==> config.mk <==
export PLATFORM = sky130hd
export DESIGN_NAME = multi_channel_dma_ctrl
export DESIGN_NICKNAME = d
export VERILOG_FILES = /design/src/rtl/multi_channel_dma_ctrl.sv
export SDC_FILE = /design/constraint.sdc
export NUM_CORES = 1
export LEC_CHECK = 0
export ABC_AREA = 0
export CORE_AREA = 2 2 220 222
export DETAILED_ROUTE_END_ITERATION = 12
export DIE_AREA = 0 0 222 224
export PLACE_DENSITY_LB_ADDON = 0.2
export SLEW_MARGIN = 15
export SYNTH_ARGS = -nofsm -noshare
export SYNTH_HDL_FRONTEND = slang
export SYNTH_SLANG_ARGS = --single-unit
==> constraint.sdc <==
create_clock -name aclk_i -period 2.5 [get_ports aclk_i]
set_clock_uncertainty 0.05 [all_clocks]
set_input_delay 0.5 -clock aclk_i [delete_from_list [all_inputs] [get_ports aclk_i]]
set_output_delay 0.5 -clock aclk_i [all_outputs]
set_load 0.02 [all_outputs]
==> src/rtl/multi_channel_dma_ctrl.sv <==
// Multi-channel DMA controller: per-channel descriptor/status/IRQ state,
// round-robin grant onto one shared read engine and one shared write engine.
// Only one channel is in flight at a time; each command carries its channel ID.

// Per-channel bookkeeping: pending/busy/aborted flags, last completion code, IRQ flag.
module dma_ch_state (
  input  logic       clk_i,
  input  logic       rst_i,
  input  logic       go_i,
  input  logic       abort_i,
  input  logic       len_zero_i,
  input  logic       grant_i,
  input  logic       done_i,
  input  logic [1:0] code_i,
  input  logic       irq_clr_i,
  output logic       pending_o,
  output logic       busy_o,
  output logic [1:0] stat_o,
  output logic       irq_status_o
);
  logic       pending_q, pending_d;
  logic       busy_q, busy_d;
  logic       aborted_q, aborted_d;
  logic [1:0] stat_q, stat_d;
  logic       irq_q, irq_d;

  // Next-state: idle channels accept go, pending channels may be aborted outright,
  // the granted channel only records an abort and finishes its transfer.
  always_comb begin
    pending_d = pending_q;
    busy_d    = busy_q;
    aborted_d = aborted_q;
    stat_d    = stat_q;
    irq_d     = irq_q & ~irq_clr_i;  // any set below overrides the clear
    if (!busy_q) begin
      if (go_i && !abort_i) begin
        if (len_zero_i) begin
          stat_d = 2'b10;
          irq_d  = 1'b1;
        end else begin
          pending_d = 1'b1;
          busy_d    = 1'b1;
        end
      end
    end else if (pending_q && !grant_i) begin
      if (abort_i) begin
        pending_d = 1'b0;
        busy_d    = 1'b0;
        stat_d    = 2'b11;
        irq_d     = 1'b1;
      end
    end else begin
      // Granted this cycle or in flight
      if (grant_i) pending_d = 1'b0;
      if (abort_i) aborted_d = 1'b1;
      if (done_i) begin
        busy_d    = 1'b0;
        aborted_d = 1'b0;
        stat_d    = (aborted_q || abort_i) ? 2'b11 : code_i;
        irq_d     = 1'b1;
      end
    end
  end

  // Channel state registers
  always_ff @(posedge clk_i) begin
    if (rst_i) begin
      pending_q <= 1'b0;
      busy_q    <= 1'b0;
      aborted_q <= 1'b0;
      stat_q    <= 2'b00;
      irq_q     <= 1'b0;
    end else begin
      pending_q <= pending_d;
      busy_q    <= busy_d;
      aborted_q <= aborted_d;
      stat_q    <= stat_d;
      irq_q     <= irq_d;
    end
  end

  assign pending_o    = pending_q;
  assign busy_o       = busy_q;
  assign stat_o       = stat_q;
  assign irq_status_o = irq_q;
endmodule

module multi_channel_dma_ctrl #(
  parameter  int NUM_CH = 4,
  parameter  int ADDR_W = 32,
  parameter  int LEN_W  = 32,
  localparam int ID_W   = $clog2(NUM_CH)
) (
  input  logic                     aclk_i,
  input  logic                     areset_i,
  input  logic [NUM_CH-1:0]        ch_go_i,
  input  logic [NUM_CH-1:0]        ch_abort_i,
  input  logic [NUM_CH*ADDR_W-1:0] ch_src_addr_i,
  input  logic [NUM_CH*ADDR_W-1:0] ch_dst_addr_i,
  input  logic [NUM_CH*LEN_W-1:0]  ch_length_i,
  input  logic [NUM_CH-1:0]        ch_irq_en_i,
  input  logic [NUM_CH-1:0]        ch_irq_clr_i,
  output logic [NUM_CH-1:0]        ch_busy_o,
  output logic [NUM_CH*2-1:0]      ch_stat_o,
  output logic [NUM_CH-1:0]        ch_irq_status_o,
  output logic                     irq_o,
  output logic                     rd_cmd_valid_o,
  input  logic                     rd_cmd_ready_i,
  output logic [ADDR_W-1:0]        rd_cmd_addr_o,
  output logic [LEN_W-1:0]         rd_cmd_len_o,
  output logic [ID_W-1:0]          rd_cmd_id_o,
  input  logic                     rd_stat_valid_i,
  output logic                     rd_stat_ready_o,
  input  logic [1:0]               rd_stat_code_i,
  output logic                     wr_cmd_valid_o,
  input  logic                     wr_cmd_ready_i,
  output logic [ADDR_W-1:0]        wr_cmd_addr_o,
  output logic [LEN_W-1:0]         wr_cmd_len_o,
  output logic [ID_W-1:0]          wr_cmd_id_o,
  input  logic                     wr_stat_valid_i,
  output logic                     wr_stat_ready_o,
  input  logic [1:0]               wr_stat_code_i
);
  typedef enum logic [1:0] {ST_IDLE, ST_POST, ST_STAT} state_e;

  state_e              state_q, state_d;
  logic [ID_W-1:0]     rr_q, rr_d;
  logic [ID_W-1:0]     gnt_q, gnt_d;
  logic                rd_vld_q, rd_vld_d, wr_vld_q, wr_vld_d;
  logic [ADDR_W-1:0]   rd_addr_q, rd_addr_d, wr_addr_q, wr_addr_d;
  logic [LEN_W-1:0]    len_q, len_d;
  logic                rd_cap_q, rd_cap_d, wr_cap_q, wr_cap_d;
  logic [1:0]          rd_code_q, rd_code_d, wr_code_q, wr_code_d;

  logic [NUM_CH-1:0]   pend_vec, grant_vec, done_vec;
  logic [1:0]          eng_code, rd_c, wr_c;
  logic                gnt_found;
  logic [ID_W-1:0]     gnt_idx, cand;

  // Per-channel state instances
  for (genvar i = 0; i < NUM_CH; i++) begin : g_ch
    dma_ch_state u_ch (
      .clk_i        (aclk_i),
      .rst_i        (areset_i),
      .go_i         (ch_go_i[i]),
      .abort_i      (ch_abort_i[i]),
      .len_zero_i   (ch_length_i[i*LEN_W +: LEN_W] == '0),
      .grant_i      (grant_vec[i]),
      .done_i       (done_vec[i]),
      .code_i       (eng_code),
      .irq_clr_i    (ch_irq_clr_i[i]),
      .pending_o    (pend_vec[i]),
      .busy_o       (ch_busy_o[i]),
      .stat_o       (ch_stat_o[i*2 +: 2]),
      .irq_status_o (ch_irq_status_o[i])
    );
  end

  // Round-robin pick: first pending channel after the last one served
  always_comb begin
    gnt_found = 1'b0;
    gnt_idx   = '0;
    cand      = '0;
    for (int k = 1; k <= NUM_CH; k++) begin
      cand = ID_W'((int'(rr_q) + k) % NUM_CH);
      if (!gnt_found && pend_vec[cand]) begin
        gnt_found = 1'b1;
        gnt_idx   = cand;
      end
    end
  end

  // Merged engine code; a code arriving in the final status cycle is used directly
  always_comb begin
    rd_c     = rd_cap_q ? rd_code_q : rd_stat_code_i;
    wr_c     = wr_cap_q ? wr_code_q : wr_stat_code_i;
    eng_code = (rd_c != 2'b00) ? rd_c : wr_c;
  end

  // FSM next-state, command posting and status capture
  always_comb begin
    state_d   = state_q;
    rr_d      = rr_q;
    gnt_d     = gnt_q;
    rd_vld_d  = rd_vld_q;
    wr_vld_d  = wr_vld_q;
    rd_addr_d = rd_addr_q;
    wr_addr_d = wr_addr_q;
    len_d     = len_q;
    rd_cap_d  = rd_cap_q;
    wr_cap_d  = wr_cap_q;
    rd_code_d = rd_code_q;
    wr_code_d = wr_code_q;
    grant_vec = '0;
    done_vec  = '0;
    case (state_q)
      ST_IDLE: begin
        if (gnt_found) begin
          // Descriptor is sampled here only
          gnt_d              = gnt_idx;
          rd_addr_d          = ch_src_addr_i[gnt_idx*ADDR_W +: ADDR_W];
          wr_addr_d          = ch_dst_addr_i[gnt_idx*ADDR_W +: ADDR_W];
          len_d              = ch_length_i[gnt_idx*LEN_W +: LEN_W];
          rd_vld_d           = 1'b1;
          wr_vld_d           = 1'b1;
          rd_cap_d           = 1'b0;
          wr_cap_d           = 1'b0;
          grant_vec[gnt_idx] = 1'b1;
          state_d            = ST_POST;
        end
      end
      ST_POST: begin
        if (rd_vld_q && rd_cmd_ready_i) rd_vld_d = 1'b0;
        if (wr_vld_q && wr_cmd_ready_i) wr_vld_d = 1'b0;
        if (!rd_vld_d && !wr_vld_d) state_d = ST_STAT;
      end
      ST_STAT: begin
        if (rd_stat_valid_i && !rd_cap_q) begin
          rd_cap_d  = 1'b1;
          rd_code_d = rd_stat_code_i;
        end
        if (wr_stat_valid_i && !wr_cap_q) begin
          wr_cap_d  = 1'b1;
          wr_code_d = wr_stat_code_i;
        end
        if (rd_cap_d && wr_cap_d) begin
          done_vec[gnt_q] = 1'b1;
          rr_d            = gnt_q;
          state_d         = ST_IDLE;
        end
      end
      default: state_d = ST_IDLE;
    endcase
  end

  // Controller registers
  always_ff @(posedge aclk_i) begin
    if (areset_i) begin
      state_q   <= ST_IDLE;
      rr_q      <= '0;
      gnt_q     <= '0;
      rd_vld_q  <= 1'b0;
      wr_vld_q  <= 1'b0;
      rd_addr_q <= '0;
      wr_addr_q <= '0;
      len_q     <= '0;
      rd_cap_q  <= 1'b0;
      wr_cap_q  <= 1'b0;
      rd_code_q <= 2'b00;
      wr_code_q <= 2'b00;
    end else begin
      state_q   <= state_d;
      rr_q      <= rr_d;
      gnt_q     <= gnt_d;
      rd_vld_q  <= rd_vld_d;
      wr_vld_q  <= wr_vld_d;
      rd_addr_q <= rd_addr_d;
      wr_addr_q <= wr_addr_d;
      len_q     <= len_d;
      rd_cap_q  <= rd_cap_d;
      wr_cap_q  <= wr_cap_d;
      rd_code_q <= rd_code_d;
      wr_code_q <= wr_code_d;
    end
  end

  assign rd_cmd_valid_o  = rd_vld_q;
  assign rd_cmd_addr_o   = rd_addr_q;
  assign rd_cmd_len_o    = len_q;
  assign rd_cmd_id_o     = gnt_q;
  assign wr_cmd_valid_o  = wr_vld_q;
  assign wr_cmd_addr_o   = wr_addr_q;
  assign wr_cmd_len_o    = len_q;
  assign wr_cmd_id_o     = gnt_q;
  assign rd_stat_ready_o = (state_q == ST_STAT) && !rd_cap_q;
  assign wr_stat_ready_o = (state_q == ST_STAT) && !wr_cap_q;
  assign irq_o           = |(ch_irq_status_o & ch_irq_en_i);
endmodule
==> run summary <==
Status: completed
Synth Flop Type: dfxtp_1
Clock power share: 0.260
Starting Density: 0.181
Vias post-DR: 10500
CORE AREA: 47300 µm²
Min setup slack post-route: 0.00928 ns
I/O Pins: 563
Synth top area cells: dfxtp_1 31%, mux2i_1 6.9%, nand3_1 6.5%
Crit path to: g_ch[1].u_ch.stat_o[0]
Relative slew slack: 0.461
Critical Path End Type: flip-flop
Worst Path Max Fanout: 3
CP cell instances: clkdlybuf4s50_1 -> nor4_1 -> buf_4 -> nand4_1 -> buf_4 -> nor4_1 -> o21ba_2 -> a32o_1
Row cnt: 80
Sw Share: 0.374
Worst-margin pin slew: 0.801 ns
Post-route clock period utilization: 0.996
Congestion Overflow GR: 0
Yosys top cell by area: dfxtp_1
Routed Wire Length: 49400 µm
Syn Std Cell Area: 8590 µm²
Synth top cells by count: 134 x dfxtp_1, 111 x nand3_1, 81 x o21ai_0, 78 x nand2_1, 61 x a221oi_1
Antenna violations before repair: 12
Routed len/inst: 22.5 µm
Die area: 49700 µm²
Final hold violation count: 0
Worst vdd ir: 0.371 mV
Reg-to-reg setup timing slack: 0.24 ns
RSZ-0062 raised after global routing: no
Worst EP required: 2.78 ns
Post-CTS Setup Inserts: 0
Fmax achieved: 401 MHz
Detail Placement HPWL: 39500 µm
Via density: 4.81
Yosys top cell area share: 0.312
Syn nets: 1425
CP top delay family: simple AND/OR/NAND/NOR gates
Clock Latency Late Sink: 0.44 ns
Critical R2R Capture: rd_cmd_len_o[27]
Clk pin slew, worst setup/hold paths: 0.06 ns
Setup CP Type: in -> reg
Pint: 6.22 mW
Hold Path Class: reg -> reg
IO Port Bufs: 562
CTS H-tree lvls: 4
Sequential share of the synthesized area: 0.312
CTS max path bufs: 2
Min Tclk post-route: 2.49 ns
Layout cells sized above 1: 0.139
TritonRoute pass-1 iters: 5
# placed instances: 2156
CTS tree: done
Largest net degree at the start of global routing: 79
Max-slew violations: 0
FFs w/ async S/R, synth: 0
PwrDens: 629 nW/µm²
CP max stage delay: 0.72 ns
Final Non-Filler Cells: 2192
R2R Path Start: rr_q[1]
Most numerous cell in the Yosys netlist: dfxtp_1
Worst Setup Start Kind: input pin
WP data arrival: 2.77 ns
Static Leakage: 5.84 nW
DRC Markers: 0
Comb power frac: 0.457
Reg2reg path depth: 6
Setup violators final: 0
NetSw: 3.72 mW
Synth cell types: 64
Quantity of hold-fixing buffers added after cts: 0
#FFs+latches synth: 134
Post-place setup slack: -0.648 ns
Tot GR Track Use: 0.191
Cells after Synth: 1015
First-pass GRT wire length: 70600 µm
Sequential Power Share: 0.283
Placer Congestion: 0.876
# clock sinks: 134
Nets: 1970
Critical path origin: ch_length_i[35]
Die Y: 224 µm
Root Buffer Master: clkbuf_16
CTS Buf Count: 17
Yosys warnings: 0
CP Depth: 8
Synth-to-layout area growth: 84.1%
Avg Synthesized Cell Area: 8.46 µm²
Initial drt markers: 449
Post-DRT Antenna Nets: 0
Maximum Capacitance Violations: 0
EDFF count, synth: 0
Chip width: 222 µm
Critical path's slowest cell: nor4_1
WP buf/inv: 3
Vias in the first global route: 10800
==> how the worst min path moves through the flow <==
| stage | start | to | cells after the start |
|---|---|---|---|
| after floorplan | rd_code_q[0] | rd_code_q[0] | 2 |
| after global placement | g_ch[0].u_ch.stat_o[1] | g_ch[0].u_ch.stat_o[1] | 2 |
| after detailed placement | g_ch[0].u_ch.stat_o[1] | g_ch[0].u_ch.stat_o[1] | 2 |
| after CTS | g_ch[0].u_ch.stat_o[1] | g_ch[0].u_ch.stat_o[1] | 2 |
| after global routing | g_ch[0].u_ch.stat_o[1] | g_ch[0].u_ch.stat_o[1] | 2 |
| final | g_ch[0].u_ch.stat_o[1] | g_ch[0].u_ch.stat_o[1] | 2 |
==> tightest hold or removal path: stages, from the launching register on <==
cell and delay (ns):
dfxtp_1 0.31, inv_1 0.05, a31oi_1 0.06
==> power by group through the flow <==
| stage | logic [mW] | registers, mW | clock network [mW] |
|---|---|---|---|
| after floorplan | 1.98 | 3.14 | 0 |
| after global placement | 4.58 | 2.85 | 0 |
| after detailed placement | 4.57 | 2.87 | 0 |
| after CTS | 4.59 | 2.83 | 2.67 |
| after global routing | 4.84 | 2.86 | 2.75 |
| final | 4.54 | 2.82 | 2.58 |
==> final cells by class <==
class	count	area (µm²)
fillers	4973	31500
repair buffers	665	6610
multi-input cells	731	5110
flip-flops and latches	134	2680
well taps	615	769
clock buffers	20	447
clock inverters	12	128
inverters	11	43.8
diodes	4	10.0
==> registers in the layout, indices dropped and copies added, names as in the netlist, 4 cells and up <==
name,flops
g_ch.u_ch.pending_o,4
wr_cmd_addr_o,32
g_ch.u_ch.stat_o,8
g_ch.u_ch.busy_o,4
g_ch.u_ch.aborted_q,4
g_ch.u_ch.irq_status_o,4
rd_cmd_len_o,32
rd_cmd_addr_o,32
==> per-stage QoR <==
stage	instance area [µm²]	TNS, ns	power [mW]	hold slack [ns]	util
finish	15800	0	9.94	0.414	0.334
global route	15800	0	10.4	0.431	0.334
CTS	15800	0	10.1	0.423	0.333
detailed placement	15100	-8.70	7.43	0.402	0.320
global placement	15100	-8.41	7.43	0.402	0.320
floorplan	8590	0	5.12	0.400	-
==> layer usage <==
| metal | up-vias | track usage | wire (µm) |
|---|---|---|---|
| li1 | 4993 | - | - |
| met5 | - | 0 | 109 |
| met1 | 5039 | 0.222 | 20100 |
| met4 | 16 | 0.0582 | 1110 |
| met2 | 421 | 0.338 | 24600 |
| met3 | 71 | 0.0584 | 3410 |
==> kinds of logic after synthesis <==
logic type	after synthesis	synth area share
AOI/OAI and AO/OA	335	0.278
buffers and inverters	150	0.105
DFF	134	0.312
muxes	93	0.126
and+or+nand+nor	303	0.178
==> layout by cell type, fill, tap and decap left out, types with 4 or more instances in the layout <==
| cell | synthesis | routed |
|---|---|---|
| a211oi_1 | 5 | 5 |
| a21o_1 | 6 | 5 |
| a21oi_1 | 42 | 42 |
| o21a_1 | 4 | 4 |
| nand2_1 | 78 | 78 |
| nand3_1 | 111 | 110 |
| dfxtp_1 | 134 | 133 |
| nand4_1 | 7 | 7 |
| nor4_2 | 0 | 10 |
| diode_2 | 0 | 4 |
| nor3_1 | 11 | 11 |
| a221oi_2 | 10 | 10 |
| mux2i_1 | 59 | 59 |
| buf_12 | 0 | 17 |
| o21ai_0 | 81 | 81 |
| o221ai_1 | 30 | 30 |
| a31oi_1 | 51 | 51 |
| clkinv_2 | 0 | 4 |
| or2_2 | 4 | 4 |
| a21oi_2 | 8 | 7 |
| inv_1 | 11 | 10 |
| clkbuf_16 | 0 | 17 |
| and3_1 | 6 | 4 |
| mux2_4 | 30 | 30 |
| clkinvlp_4 | 0 | 4 |
| nor2_1 | 21 | 21 |
| a221oi_1 | 61 | 61 |
| nor4_1 | 35 | 24 |
| nor2b_1 | 6 | 6 |
| buf_4 | 47 | 86 |
| nand2b_1 | 9 | 9 |
| clkdlybuf4s50_1 | 0 | 562 |
==> repair_timing <==
action	CTS	global route
setup endpoints to repair	8	9
endpoints found under the hold margin	0	0
gates resized for setup	7	6
(Power assumes the default switching activity.)
